`config.mk`:
```
export PLATFORM = sky130hd
export DESIGN_NAME = axis_level_streamer_v1_0
export DESIGN_NICKNAME = d
export VERILOG_FILES = /design/src/rtl/axis_level_streamer_v1_0.sv
export SDC_FILE = /design/constraint.sdc
export NUM_CORES = 1
export LEC_CHECK = 0
export BUFFER_PORTS_ARGS = -buffer_cell sky130_fd_sc_hd__buf_2
export CAP_MARGIN = 5
export CORE_UTILIZATION = 30
export CTS_BUF_LIST = sky130_fd_sc_hd__clkbuf_2 sky130_fd_sc_hd__clkbuf_4 sky130_fd_sc_hd__clkbuf_8
export DETAILED_ROUTE_END_ITERATION = 12
export PLACE_DENSITY = 0.55
export SLEW_MARGIN = 20
export SYNTH_ARGS = -nofsm -noshare
export SYNTH_HDL_FRONTEND = slang
export SYNTH_SLANG_ARGS = --single-unit
export TNS_END_PERCENT = 5
```
`constraint.sdc`:
```
create_clock -name aclk -period 2.8 [get_ports aclk]
set_clock_uncertainty 0.15 [all_clocks]
set_input_delay 0.56 -clock aclk [delete_from_list [all_inputs] [get_ports aclk]]
set_output_delay 0.56 -clock aclk [all_outputs]
set_load 0.1 [all_outputs]
```
`src/rtl/axis_level_streamer_v1_0.sv`:
```
// Paced AXI4-Stream source: samples a held level once per divider period into a
// one-deep output register, frames packets with tlast and counts dropped samples.
module axis_level_streamer_v1_0 #(
  parameter int AXIS_TDATA_WIDTH = 32,
  parameter int CNT_WIDTH        = 32,
  parameter int PACKET_LEN       = 16
) (
  input  logic                        aclk,
  input  logic                        arstn,
  input  logic                        cfg_enable,
  input  logic [CNT_WIDTH-1:0]        cfg_rate,
  input  logic [AXIS_TDATA_WIDTH-1:0] level_data,
  input  logic                        m_axis_tready,
  output logic [AXIS_TDATA_WIDTH-1:0] m_axis_tdata,
  output logic                        m_axis_tvalid,
  output logic                        m_axis_tlast,
  output logic [31:0]                 sts_drop_count
);

  localparam int BEAT_W = (PACKET_LEN > 1) ? $clog2(PACKET_LEN) : 1;
  localparam logic [BEAT_W-1:0] LAST_BEAT = BEAT_W'(PACKET_LEN - 1);

  logic [CNT_WIDTH-1:0]        div_cnt_r;
  logic [BEAT_W-1:0]           beat_cnt_r;
  logic [AXIS_TDATA_WIDTH-1:0] tdata_r;
  logic                        tvalid_r;
  logic                        tlast_r;
  logic [31:0]                 drop_cnt_r;

  logic [CNT_WIDTH-1:0] period_s;
  logic                 tick_s;
  logic                 slot_free_s;
  logic                 load_s;
  logic                 drop_s;
  logic                 last_beat_s;

  // Tick decode; >= lets a lowered rate fire immediately instead of waiting for wrap.
  always_comb begin
    period_s    = (cfg_rate == {CNT_WIDTH{1'b0}}) ? CNT_WIDTH'(1) : cfg_rate;
    tick_s      = cfg_enable && (div_cnt_r >= (period_s - CNT_WIDTH'(1)));
    slot_free_s = !tvalid_r || m_axis_tready;
    load_s      = tick_s && slot_free_s;
    drop_s      = tick_s && !slot_free_s;
    last_beat_s = (beat_cnt_r == LAST_BEAT);
  end

  // Sampling divider, held at zero while disabled.
  always_ff @(posedge aclk or negedge arstn) begin
    if (!arstn) begin
      div_cnt_r <= {CNT_WIDTH{1'b0}};
    end else if (!cfg_enable || tick_s) begin
      div_cnt_r <= {CNT_WIDTH{1'b0}};
    end else begin
      div_cnt_r <= div_cnt_r + CNT_WIDTH'(1);
    end
  end

  // One-deep output register and packet beat counter; a load overrides the drain.
  always_ff @(posedge aclk or negedge arstn) begin
    if (!arstn) begin
      tdata_r    <= {AXIS_TDATA_WIDTH{1'b0}};
      tvalid_r   <= 1'b0;
      tlast_r    <= 1'b0;
      beat_cnt_r <= {BEAT_W{1'b0}};
    end else if (load_s) begin
      tdata_r    <= level_data;
      tvalid_r   <= 1'b1;
      tlast_r    <= last_beat_s;
      beat_cnt_r <= last_beat_s ? {BEAT_W{1'b0}} : beat_cnt_r + BEAT_W'(1);
    end else if (tvalid_r && m_axis_tready) begin
      tvalid_r   <= 1'b0;
    end else begin
      tvalid_r   <= tvalid_r;
    end
  end

  // Saturating counter of ticks that found the output register occupied.
  always_ff @(posedge aclk or negedge arstn) begin
    if (!arstn) begin
      drop_cnt_r <= 32'h0000_0000;
    end else if (drop_s && (drop_cnt_r != 32'hFFFF_FFFF)) begin
      drop_cnt_r <= drop_cnt_r + 32'h0000_0001;
    end else begin
      drop_cnt_r <= drop_cnt_r;
    end
  end

  assign m_axis_tdata   = tdata_r;
  assign m_axis_tvalid  = tvalid_r;
  assign m_axis_tlast   = tlast_r;
  assign sts_drop_count = drop_cnt_r;

endmodule

```
## After elaboration in Yosys (flattened, before gate mapping)

Index checks and enable logic that the tools add are counted.

| cells by class | value |
|---|---|
| add/sub/neg operators | 4 |
| multipliers | 0 |
| div/mod/pow operators | 0 |
| order comparisons | 1 |
| equal/unequal tests | 2 |
| shifts and indexed selects | 0 |
| muxes and demuxes | 5 |
| bitwise operators | 0 |
| reduce and logical (&&, ||, !) cells | 12 |

Operators with widths:

| cell | count |
|---|---|
| adder 32 x 1 -> 32 bit, second input constant | 2 |
| two-way mux 32 bit | 2 |
| greater-or-equal comparator 32 bit | 1 |
| logical NOT 32 bit | 1 |
| != test 32 bit, second input constant | 1 |
| subtractor 32 x 1 -> 32 bit, second input constant | 1 |
| logical AND 1 bit | 5 |
| adder 4 x 1 -> 4 bit, second input constant | 1 |
| == test 4 bit, second input constant | 1 |
| two-way mux 4 bit | 1 |
| logical NOT 1 bit | 3 |
| logical OR 1 bit | 2 |
| two-way mux 1 bit | 2 |
| nonzero test 2 bit | 1 |

| word-level totals | value |
|---|---|
| register bits after elaboration | 102 |
| latch bits | 0 |
| RAM bits | 0 |
| bits in read-only memories | 0 |
| word-level logic and storage cells | 30 |
| memories kept | 0 |

## Logic depth before layout (Yosys ltp)

Gate-level depths: netlist of the first run.

| logic depth | value |
|---|---|
| depth in word-level cells | 7 |
| depth in mapped cells | 25 |

## Worst setup path before layout of the first run

No wires, ideal clock.

| path | value |
|---|---|
| path type | input-to-reg |
| start | input port cfg_rate[22] |
| end | register tdata_r[0] (netlist: m_axis_tdata[0]) |
| arrival | 5073 ps |
| path slack | -2549 ps |
| stages | 21 |
| buffers on the path | 2 |
| path through | or3_4 -> or3_4 -> or4_4 -> nor3_4 -> nand2b_4 -> nor2_4 -> nor2_1 -> ha_1 -> nor3b_1 -> and3_1 -> clkbuf_1 -> nand3_1 -> xor2_1 -> ha_1 -> and3_1 -> a221oi_1 -> o31ai_1 -> a211oi_1 -> nand3b_1 -> buf_2 -> mux2_2 |

| on the way | value |
|---|---|
| longest elaborated chain between the ends | 6 |

RTL lines:

| item | RTL line | text |
|---|---|---|
| from (decl) | 11 | `input logic [CNT_WIDTH-1:0] cfg_rate,` |
| logical NOT 32 bit | 39 | `period_s = (cfg_rate == {CNT_WIDTH{1'b0}}) ? CNT_WIDTH'(1) : cfg_rate;` |
| two-way mux 32 bit (*) | 39 |  |
| subtractor 32 x 1 -> 32 bit (*) | 40 | `tick_s = cfg_enable && (div_cnt_r >= (period_s - CNT_WIDTH'(1)));` |
| greater-or-equal comparator 32 bit (*) | 40 |  |
| logical AND 1 bit (*) | 40 |  |
| logical AND 1 bit (*) | 42 | `load_s = tick_s && slot_free_s;` |
| to (signal assigned) | 61 | `tdata_r <= {AXIS_TDATA_WIDTH{1'b0}};` |
| to (signal assigned) | 66 | `tdata_r <= level_data;` |
| to (decl) | 25 | `logic [AXIS_TDATA_WIDTH-1:0] tdata_r;` |

Mark *: on every way between the ends. The rest lies on a longest branch, timed or not.
A chain may end at the register's enable or synchronous reset.

## Final worst setup path of the first run

| path | value |
|---|---|
| start | input port cfg_rate[22] |
| end | register drop_cnt_r[19] (netlist: sts_drop_count[19]) |

| on the way | value |
|---|---|
| longest elaborated chain between the ends | 7 |

RTL lines:

| item | RTL line | text |
|---|---|---|
| logical NOT 32 bit | 39 |  |
| two-way mux 32 bit (*) | 39 |  |
| subtractor 32 x 1 -> 32 bit (*) | 40 |  |
| greater-or-equal comparator 32 bit (*) | 40 |  |
| logical AND 1 bit (*) | 40 |  |
| logical AND 1 bit (*) | 43 | `drop_s = tick_s && !slot_free_s;` |
| logical AND 1 bit (*) | 81 | `end else if (drop_s && (drop_cnt_r != 32'hFFFF_FFFF)) begin` |
| to (signal assigned) | 82 | `drop_cnt_r <= drop_cnt_r + 32'h0000_0001;` |
| to (signal assigned) | 84 | `drop_cnt_r <= drop_cnt_r;` |
| to (decl) | 28 | `logic [31:0] drop_cnt_r;` |

Marks and branches as above.

==> run summary, run 1 <==
DRC errors left - 0
Clock sinks - 102
WS Path Type - in -> reg
Crit path max fanout - 6
Power per standard cell area - 408.7 nW/um2
Critical Path Sink Type - flop
DP HPWL - 10.55 mm
CTS tree - yes
Gpl congestion - 0.7386
CTS root buffer - clkbuf_8
WP data arrival - 5.18 ns
Worst setup SP type - input pin
Initial DRC count - 121
Hold_ws - 0.2662 ns
Number of antenna violations at the first check in global routing - 0
Core area - 18770 um2
Placed insts - 1012
Synth Cell Area - 5762 um2
Ratio of cells with drive above 1 in the final layout - 43.23%
Synth Instances - 566
Nets@finish - 904
GRT overflow - 0
Worst-path clk slew - 0.10 ns
H-tree levels - 3
Initial Util - 30.70%
Synth async-reset ratio - 100.0%
Overall Power - 3.352 mW
Vias per cell - 4.649
RSZ-0062 raised after global routing - yes
I/O Buffers - 133
Routed vias - 4830
Area grow syn2layout - 42.35%
# rows - 50
Synth Register Bits - 102
Drt pass-1 iters - 4
Cell Count, Final, Fillers Out - 1039
Pre-CTS WS - -2.768 ns
Final Core Density - 43.70%
Period Utilization, post-route - 180.0%
Most used DFF post-synth - dfrtp_1
Worst vdd ir - 0.0003190 V
Syn_nets - 670
Total track usage - 14.91%
Failing checks - negative setup slack
Flip-flop and latch area - 2552 um2
Crit path required time - 2.94 ns
Ant diodes - 0
Width of the die - 140.6 um
Syn avg cell area - 10.18 um2
Fill cells - 1837
Vias in the first global route - 4885
Number of synthesized flops with an enable pin - 0
Worst Hold Class - in -> reg
Count of cell types in the netlist - 48
Minimum clock period after layout - 5.040 ns
Io pins - 134
Largest net degree at the start of global routing - 43
Slew margin rel. - 66.71%
Fmax - 198.4 MHz
Setup TNS - -203.56 ns
Static Leakage - 4.228 nW
Post-place instance area - 7468 um2
Maxcap violations - 0
Final worst setup slack - -2.240 ns
DIE AREA - 19760 um2
Global-route wire length before repair - 23.72 mm
Post-Layout Inst Area - 8202 um2
Max-slew violation count - 0
Syn. warnings - 0
Worst-case clock buffer depth - 2
CTS buffer count - 9
WL final - 14.57 mm
Largest area contributor in the netlist - dfrtp_1
Antenna Violating Nets Remaining - 0
Area of the multi-input gates - 3501 um2
Top cell type's share of synthesized area - 44.30%
Area contributors post-synth - dfrtp_1 (44%), ha_1 (7.8%), xor2_1 (7.4%)
WL per Instance - 14.02 um
Final Setup Violations - 102
Clock latency on the worst-skew pair - 0.36 ns
Register area share after synthesis - 44.30%
Hold Vio Cnt, Final - 0
Status - finished with violations
Tightest Pin Transition - 0.5028 ns
Die height - 140.6 um
-- cell families after synthesis --
logic type               synth area share (%)
multiplexers                            6.623
flip-flops                              44.30
XOR/XNOR                                13.53
buffers and inverters                   1.802
adder cells (fa/ha/maj)                 7.818
AND/OR/NAND/NOR                         22.67
AO/OA/AOI/OAI                           3.258
-- cell type report --
type                       instances  share of cell area (%)
multi-input combinational        441                   42.68
sequential                       102                   31.12
timing repair buffer             237                   19.50
tap                              234                   3.570
clock buffer                      11                   1.693
clock inverter                     5                   1.022
inverter                           9                  0.4119
-- routing by layer --
metal | track usage, % | wire length (um) | vias to the layer above
met2 | 23.29 | 6468 | 101
met5 | 0 | 0 | -
li1 | - | - | 2443
met4 | 3.547 | 150 | 0
met3 | 2.785 | 564 | 13
met1 | 21.29 | 7387 | 2273
-- sequential cells by signal (all words and copies together), names as in the netlist --
signal	flops
div_cnt_r	32
m_axis_tlast	1
beat_cnt_r	4
sts_drop_count	32
m_axis_tdata	32
m_axis_tvalid	1
-- path summary, 6_finish.rpt --
| path | slack (ns) | to | cells past startpoint | startpoint |
|---|---|---|---|---|
| max in group asynchronous | 1.50 | m_axis_tdata[26] | 3 | arstn |
| min in group asynchronous | 0.42 | sts_drop_count[1] | 2 | arstn |
| worst min register to register | 0.34 | sts_drop_count[8] | 1 | sts_drop_count[8] |
| worst max register to register | -0.08 | m_axis_tdata[19] | 12 | div_cnt_r[11] |
| worst min-delay path | 0.27 | m_axis_tdata[8] | 2 | level_data[8] |
| worst max-delay path | -2.24 | sts_drop_count[19] | 25 | cfg_rate[22] |
-- worst max-delay path: stages --
cell and delay [ns]:
buf_6 0.09, or3_4 0.38, or3_4 0.34, or4_4 0.44, nor3_4 0.25, nand2b_4 0.08, nor2_4 0.11, nor2_2 0.05
ha_2 0.16, nor3b_4 0.15, buf_4 0.14, nand2_2 0.06, buf_4 0.10, nor3_1 0.04, xnor2_1 0.14, ha_1 0.29
nand3_1 0.10, o41ai_2 0.43, a211oi_2 0.12, buf_4 0.17, buf_4 0.14, or2_4 0.28, clkbuf_16 0.18, nor3_2 0.21
xor2_1 0.15
-- synthesized netlist by cell type (4+ instances only) --
| cell | number |
|---|---|
| clkbuf_1 | 7 |
| xnor2_1 | 40 |
| a21oi_1 | 9 |
| a211oi_1 | 5 |
| or3_1 | 5 |
| and4_1 | 5 |
| nand4_1 | 15 |
| and3_1 | 15 |
| nand3_1 | 30 |
| inv_1 | 9 |
| ha_1 | 36 |
| xor2_1 | 49 |
| nor4_1 | 4 |
| o21ai_0 | 5 |
| dfrtp_1 | 102 |
| nor3_1 | 28 |
| nand2_1 | 48 |
| buf_2 | 5 |
| nor2_1 | 75 |
| mux2_2 | 33 |
-- power breakdown --
group | switching, mW | internal (mW) | leakage, nW
clock | 0.512 | 0.526 | 0.107
combinational | 0.541 | 0.214 | 2.74
sequential | 0.0311 | 1.53 | 1.38
total | 1.08 | 2.27 | 4.23
-- cells in the final DEF, fill, tap and decap left out, drive strengths merged, types with 7 or more instances in the layout --
cell type and n:
buf 234, dfrtp 102, nor2 76, xor2 49
nand2 49, xnor2 40, ha 36, mux2 33
nand3 32, nor3 30, nand4 16, and3 16
clkbuf 13, inv 9, a21oi 9, nor4 7
or3 7
-- what timing repair did --
item | 4_1_cts | 5_1_grt
pin swaps | 5 | 31
cloned | 2 | 3
setup endpoints to repair | 102 | 102
hold endpoints to repair | 10 | 0
resized for setup | 31 | 49
hold buffers | 1 | 0
setup buffers | 5 | 0
Power figures use the tool's default switching activity.
==> run 2, diff against run 1 <==
--- a/config.mk
+++ b/config.mk
@@ -11,6 +11,7 @@
 export CTS_BUF_LIST = sky130_fd_sc_hd__clkbuf_2 sky130_fd_sc_hd__clkbuf_4 sky130_fd_sc_hd__clkbuf_8
 export DETAILED_ROUTE_END_ITERATION = 12
 export PLACE_DENSITY = 0.55
+export SKIP_CTS_REPAIR_TIMING = 1
 export SLEW_MARGIN = 20
 export SYNTH_ARGS = -nofsm -noshare
 export SYNTH_HDL_FRONTEND = slang
==> run 2 against run 1 <==
Net effect: the run still ends with negative setup slack left; worst setup slack got worse by 0.12 ns; first-iteration DRC count rose by 4.1%; clock power barely moved; sequential share of layout area rose by 0.20 points; critical endpoint is now m_axis_tdata[20].
==> run summary, run 2 (same netlist as run 1, synthesis figures left out) <==
Status - finished with violations (unchanged)
Failing checks - negative setup slack (unchanged)
Reg2reg path depth - 10 (was 12)
GRT overflow - 0 (unchanged)
Crit path required time - 2.91 ns (was 2.94 ns)
Clock sinks - 102 (unchanged)
Crit path max fanout - 10 (was 6)
Post-place instance area - 7468 um2 (unchanged)
Period Utilization, post-route - 184.1% (was 180.0%)
Fill cells - 1831 (was 1837)
Crit path from - cfg_rate[22] (unchanged)
Critical Path Sink Type - flop (unchanged)
Hold Vio Cnt, Final - 0 (unchanged)
Worst Hold Class - in -> reg (unchanged)
Power per standard cell area - 411.9 nW/um2 (was 408.7 nW/um2)
Final worst setup slack - -2.355 ns (was -2.240 ns)
Area grow syn2layout - 41.45% (was 42.35%)
Cell Count, Final, Fillers Out - 1039 (unchanged)
Critical R2R Capture - m_axis_tdata[20] (was m_axis_tdata[19])
Final Setup Violations - 102 (unchanged)
Core area - 18770 um2 (unchanged)
Width of the die - 140.6 um (unchanged)
Number of antenna violations at the first check in global routing - 0 (unchanged)
CTS buffer count - 9 (unchanged)
Final Core Density - 43.43% (was 43.70%)
Hold Startpoint - level_data[8] (unchanged)
WL final - 14.72 mm (was 14.57 mm)
Clock latency on the worst-skew pair - 0.36 ns (about the same)
Worst-case clock buffer depth - 2 (unchanged)
Nets@finish - 904 (unchanged)
# rows - 50 (unchanged)
Setup TNS - -213.01 ns (was -203.56 ns)
WS Path Type - in -> reg (unchanged)
WP data arrival - 5.26 ns (was 5.18 ns)
Ratio of cells with drive above 1 in the final layout - 43.35% (was 43.23%)
Largest net degree at the start of global routing - 43 (unchanged)
Antenna Violating Nets Remaining - 0 (unchanged)
Global-route wire length before repair - 23.14 mm (was 23.72 mm)
Die height - 140.6 um (unchanged)
Static Leakage - 4.140 nW (was 4.228 nW)
Critical Path Max Stage Delay - 0.45 ns (was 0.44 ns)
Most frequent cells in the layout - buf_2 (130), dfrtp_1 (102), buf_4 (93), nor2_1 (69), xor2_1 (48) (was buf_2 (130), dfrtp_1 (102), buf_4 (91), nor2_1 (63), xor2_1 (48))
Critical Path Sink - m_axis_tdata[20] (was sts_drop_count[19])
CTS root buffer - clkbuf_8 (unchanged)
Maxcap violations - 0 (unchanged)
Total track usage - 14.51% (was 14.91%)
RSZ-0062 raised after global routing - yes (unchanged)
Flop2flop setup slack - -0.25 ns (was -0.08 ns)
Slew margin rel. - 66.59% (was 66.71%)
Routed vias - 4899 (was 4830)
Drt pass-1 iters - 6 (was 4)
Worst setup SP type - input pin (unchanged)
DRC errors left - 0 (unchanged)
CTS tree - yes (unchanged)
Worst vdd ir - 0.0003190 V (about the same)
Worst path slowest cell - or4_4 (unchanged)
Most Frequent Cell on Critical Path - or3_4 (was buf_4)
Crit-path cells - buf_6 > or3_4 > or3_4 > or4_4 > nor3_4 > nand2b_4 > nor2_4 > nor2_2 > ha_2 > nor3b_4 > and3_4 > nand2_2 > xor2_1 > ha_1 > a21o_1 > a221oi_2 > o41ai_4 > a211oi_4 > nand3b_1 > buf_12 > clkbuf_16 > mux2_2
Vias in the first global route - 4741 (was 4885)
Commonest non-fill, non-tap cell in the layout - buf_2 (unchanged)
Initial DRC count - 126 (was 121)
Io pins - 134 (unchanged)
H-tree levels - 3 (unchanged)
Gpl congestion - 0.7386 (unchanged)
Post-Layout Inst Area - 8150 um2 (was 8202 um2)
I/O Buffers - 133 (unchanged)
Tightest Pin Transition - 0.5046 ns (was 0.5028 ns)
WL per Instance - 14.16 um (was 14.02 um)
Worst-path clk slew - 0.10 ns (about the same)
Overall Power - 3.357 mW (was 3.352 mW)
Max-slew violation count - 0 (unchanged)
Placed insts - 1012 (unchanged)
Minimum clock period after layout - 5.155 ns (was 5.040 ns)
Vias per cell - 4.715 (was 4.649)
Initial Util - 30.70% (unchanged)
DIE AREA - 19760 um2 (unchanged)
R2r startpoint - div_cnt_r[11] (unchanged)
DP HPWL - 10.55 mm (unchanged)
Fmax - 194.0 MHz (was 198.4 MHz)
Ant diodes - 0 (unchanged)
## run 2: layout make-up
| cell class | count | area, um2 | area share, % |
|---|---|---|---|
| multi-input combinational | 441 | 3467 | 42.54 |
| sequential | 102 | 2552 | 31.32 |
| timing repair buffer | 237 | 1582 | 19.40 |
| tap | 234 | 292.8 | 3.592 |
| clock buffer | 11 | 138.9 | 1.704 |
| clock inverter | 5 | 83.83 | 1.029 |
| inverter | 9 | 33.78 | 0.4145 |
## run 2: worst min-delay path by stage
stage / to / slack, ns / cells after the start
global route: m_axis_tdata[5] / 0.23 / 2
CTS: sts_drop_count[1] / -0.16 / 1
floorplan: beat_cnt_r[0] / 0.11 / 0
finish: m_axis_tdata[8] / 0.27 / 2
detailed placement: m_axis_tdata[21] / 0.27 / 1
global placement: m_axis_tdata[21] / 0.27 / 1
## run 2: metal layers
metal	global-route usage (%)	up-vias	share of wire, %
met1	20.96	2339	50
met4	3.375	0	0.84
met5	0	-	0
met3	2.751	9	4.0
met2	22.37	106	45
li1	-	2445	-
## run 2: worst max-delay path: cells and delay by family
family                     cells  cell delay (ns)
muxes                          1             0.33
and+or+nand+nor               11             2.35
AOI/OAI and AO/OA              4             1.03
adders and majority gates      2             0.43
xor gates and xnor gates       1             0.16
buffers and inverters          3             0.41
## run 2: through the flow
step	setup slack, ns	hold slack [ns]
final	-2.355	0.2674
after global placement	-2.732	0.2651
after floorplan	-2.263	0.1144
after detailed placement	-2.768	0.2666
after CTS	-2.376	-0.1553
after global routing	-2.495	0.2338
## run 2: report_power, final
group	internal (mW)	total, mW	switching [mW]	leakage (nW)
sequential	1.53	1.56	0.0304	1.38
combinational	0.215	0.758	0.543	2.65
clock	0.526	1.04	0.515	0.107
==> run 3, diff against run 2 <==
--- a/config.mk
+++ b/config.mk
@@ -5,12 +5,13 @@
 export SDC_FILE = /design/constraint.sdc
 export NUM_CORES = 1
 export LEC_CHECK = 0
+export ABC_AREA = 1
 export BUFFER_PORTS_ARGS = -buffer_cell sky130_fd_sc_hd__buf_2
 export CAP_MARGIN = 5
 export CORE_UTILIZATION = 30
 export CTS_BUF_LIST = sky130_fd_sc_hd__clkbuf_2 sky130_fd_sc_hd__clkbuf_4 sky130_fd_sc_hd__clkbuf_8
 export DETAILED_ROUTE_END_ITERATION = 12
-export PLACE_DENSITY = 0.55
+export PLACE_DENSITY = 0.54
 export SKIP_CTS_REPAIR_TIMING = 1
 export SLEW_MARGIN = 20
 export SYNTH_ARGS = -nofsm -noshare
==> constraint.sdc (replaced) <==
create_clock -name aclk -period 4.5 [get_ports aclk]
set_clock_uncertainty 0.15 [all_clocks]
set_input_delay 0.9 -clock aclk [delete_from_list [all_inputs] [get_ports aclk]]
set_output_delay 0.9 -clock aclk [all_outputs]
set_load 0.1 [all_outputs]
==> run 3 against run 2 <==
Net effect: the flow now finishes without violations; die area is 23% higher; clock power is 40% lower; via count grew 38%; register-to-register slack better by 2.1 ns; sequential share of layout area decreased by 2.0 points; core utilization shrank 5.5 points; first-iteration DRC count grew to 2.8 times the previous value; power shrank 39%; combinational power shrank 41%; design area grew 6.8%; critical path type unchanged; largest cell class unchanged; largest power group unchanged.
==> run summary, run 3 <==
Tightest Pin Transition - 0.9164 ns (was 0.5046 ns)
Core area - 22920 um2 (was 18770 um2)
Critical Path Max Stage Delay - 0.27 ns (was 0.45 ns)
Vias per cell - 4.549 (was 4.715)
Number of synthesized flops with an enable pin - 0 (unchanged)
Fmax - 247.3 MHz
Ratio of cells with drive above 1 in the final layout - 19.28% (was 43.35%)
Most used DFF post-synth - dfrtp_1 (unchanged)
Area contributors post-synth - dfrtp_1 (36%), nand2_1 (18%), xor2_1 (7.3%) (was dfrtp_1 (44%), ha_1 (7.8%), xor2_1 (7.4%))
Drt pass-1 iters - 5 (was 6)
Initial DRC count - 352 (was 126)
Post-place instance area - 8483 um2 (was 7468 um2)
Clock latency on the worst-skew pair - 0.37 ns (was 0.36 ns)
Post-synth top cells - nand2_1 (341), nor2_1 (121), dfrtp_1 (102), inv_1 (101), xor2_1 (59) (was dfrtp_1 (102), nor2_1 (75), xor2_1 (49), nand2_1 (48), xnor2_1 (40))
Top cell type's share of synthesized area - 36.02% (was 44.30%)
Most frequent cells in the layout - nand2_1 (341), buf_2 (132), nor2_1 (120), dfrtp_1 (102), inv_1 (101) (was buf_2 (130), dfrtp_1 (102), buf_4 (93), nor2_1 (69), xor2_1 (48))
Worst-path clk slew - 0.10 ns (about the same)
Flip-flop and latch area - 2552 um2 (unchanged)
Worst-case clock buffer depth - 2 (unchanged)
Critical Path Sink Type - flop (unchanged)
Syn_nets - 1094 (was 670)
Most Frequent Cell on Critical Path - nand2_1 (was or3_4)
Cell Count, Final, Fillers Out - 1486 (was 1039)
DIE AREA - 24240 um2 (was 19760 um2)
Register area share after synthesis - 36.02% (was 44.30%)
Worst setup SP type - input pin (unchanged)
WP data arrival - 4.20 ns (was 5.26 ns)
Global-route wire length before repair - 32.20 mm (was 23.14 mm)
Synth Instances - 990 (was 566)
Post-Layout Inst Area - 8701 um2 (was 8150 um2)
Fill cells - 2458 (was 1831)
Synth Cell Area - 7086 um2 (was 5762 um2)
Clock sinks - 102 (unchanged)
Die height - 155.7 um (was 140.6 um)
Synth async-reset ratio - 100.0% (unchanged)
DP HPWL - 14.86 mm (was 10.55 mm)
CTS buffer count - 9 (unchanged)
WL final - 19.35 mm (was 14.72 mm)
Area of the multi-input gates - 4009 um2 (was 3467 um2)
RSZ-0062 raised after global routing - no (was yes)
Area grow syn2layout - 22.80% (was 41.45%)
DRC errors left - 0 (unchanged)
Number of antenna violations at the first check in global routing - 0 (unchanged)
Worst path slowest cell - ha_1 (was or4_4)
Final Setup Violations - 0 (was 102)
Power per standard cell area - 235.1 nW/um2 (was 411.9 nW/um2)
Synth Register Bits - 102 (unchanged)
Antenna Violating Nets Remaining - 0 (unchanged)
Crit path required time - 4.66 ns (was 2.91 ns)
Pre-CTS WS - -0.01471 ns (was -2.768 ns)
Nets@finish - 1271 (was 904)
I/O Buffers - 133 (unchanged)
Static Leakage - 4.570 nW (was 4.140 nW)
Vias in the first global route - 6583 (was 4741)
Initial Util - 30.92% (was 30.70%)
Minimum clock period after layout - 4.043 ns
GRT overflow - 0 (unchanged)
Routed vias - 6760 (was 4899)
H-tree levels - 3 (unchanged)
Period Utilization, post-route - 89.85%
Worst vdd ir - 0.0002131 V (was 0.0003190 V)
Syn avg cell area - 7.157 um2 (was 10.18 um2)
Syn. warnings - 0 (unchanged)
Status - complete, no violations (was finished with violations)
Hold Vio Cnt, Final - 0 (unchanged)
WS Path Type - in -> reg (unchanged)
Placed insts - 1469 (was 1012)
Io pins - 134 (unchanged)
WL per Instance - 13.02 um (was 14.16 um)
Largest net degree at the start of global routing - 70 (was 43)
Final worst setup slack - 0.4569 ns (was -2.355 ns)
Crit path max fanout - 36 (was 10)
Most common cell in the synthesized netlist - nand2_1 (was dfrtp_1)
Worst Hold Class - reg -> reg (was in -> reg)
CTS root buffer - clkbuf_8 (unchanged)
# rows - 55 (was 50)
Total track usage - 16.41% (was 14.51%)
Gpl congestion - 0.8824 (was 0.7386)
Count of cell types in the netlist - 34 (was 48)
Commonest non-fill, non-tap cell in the layout - nand2_1 (was buf_2)
Max-slew violation count - 0 (unchanged)
Slew margin rel. - 38.90% (was 66.59%)
Largest area contributor in the netlist - dfrtp_1 (unchanged)
CTS tree - yes (unchanged)
Width of the die - 155.7 um (was 140.6 um)
Maxcap violations - 0 (unchanged)
-- run 3: where the power goes --
part / switching [mW] / total (mW) / internal (mW)
registers: 0.0222 / 0.973 / 0.951
logic: 0.345 / 0.449 / 0.104
clock network: 0.338 / 0.624 / 0.287
total: 0.704 / 2.05 / 1.34
-- run 3: logic make-up after synthesis --
logic type	synth area share, %
AO/OA/AOI/OAI	2.154
XOR/XNOR	9.642
adder cells (fa/ha/maj)	6.357
buffers and inverters	7.505
flip-flops	36.02
AND/OR/NAND/NOR	38.32
-- run 3: path summary, 6_finish.rpt --
kind	start	end	slack, ns	cells after the start
worst max-delay path	cfg_rate[19]	m_axis_tdata[21]	0.46	29
worst min-delay path	m_axis_tdata[21]	m_axis_tdata[21]	0.33	2
worst max register to register	sts_drop_count[0]	sts_drop_count[4]	1.82	10
worst min register to register	m_axis_tdata[21]	m_axis_tdata[21]	0.33	2
max in group asynchronous	arstn	m_axis_tdata[14]	2.69	2
min in group asynchronous	arstn	sts_drop_count[7]	0.50	1
-- run 3: layer usage --
layer	GRT usage, %	up-vias	share of wire, %
li1	-	3507	-
met5	0	-	0
met4	4.388	0	1.7
met1	23.13	3053	49
met2	26.12	177	44
met3	2.389	23	5.3
-- run 3: final cells by class --
cell class | count | share of cell area [%]
Multi-Input combinational cell | 765 | 46.07
Sequential cell | 102 | 29.34
Timing Repair Buffer | 188 | 13.29
Tap cell | 313 | 4.501
Inverter | 101 | 4.357
Clock buffer | 11 | 1.668
Clock inverter | 5 | 0.7478
Antenna cell | 1 | 0.02876
-- run 3: metrics by stage --
| step | setup TNS (ns) | hold WS [ns] | utilization, % | total power, mW |
|---|---|---|---|---|
| finish | 0 | 0.3283 | 37.97 | 2.045 |
| global route | 0 | 0.3630 | 37.96 | 2.141 |
| CTS | 0 | 0.3320 | 37.94 | 2.071 |
| detailed placement | -0.07593 | 0.3039 | 37.02 | 1.442 |
| global placement | 0 | 0.3001 | 37.02 | 1.441 |
| floorplan | 0 | 0.3047 | - | 1.298 |
-- run 3: critical path: cells and delay by family --
kind | cells | cell delay (ns)
AOI/OAI and AO/OA | 2 | 0.33
xor gates and xnor gates | 1 | 0.23
adders and majority gates | 2 | 0.45
buffers and inverters | 7 | 0.80
and+or+nand+nor | 17 | 1.48
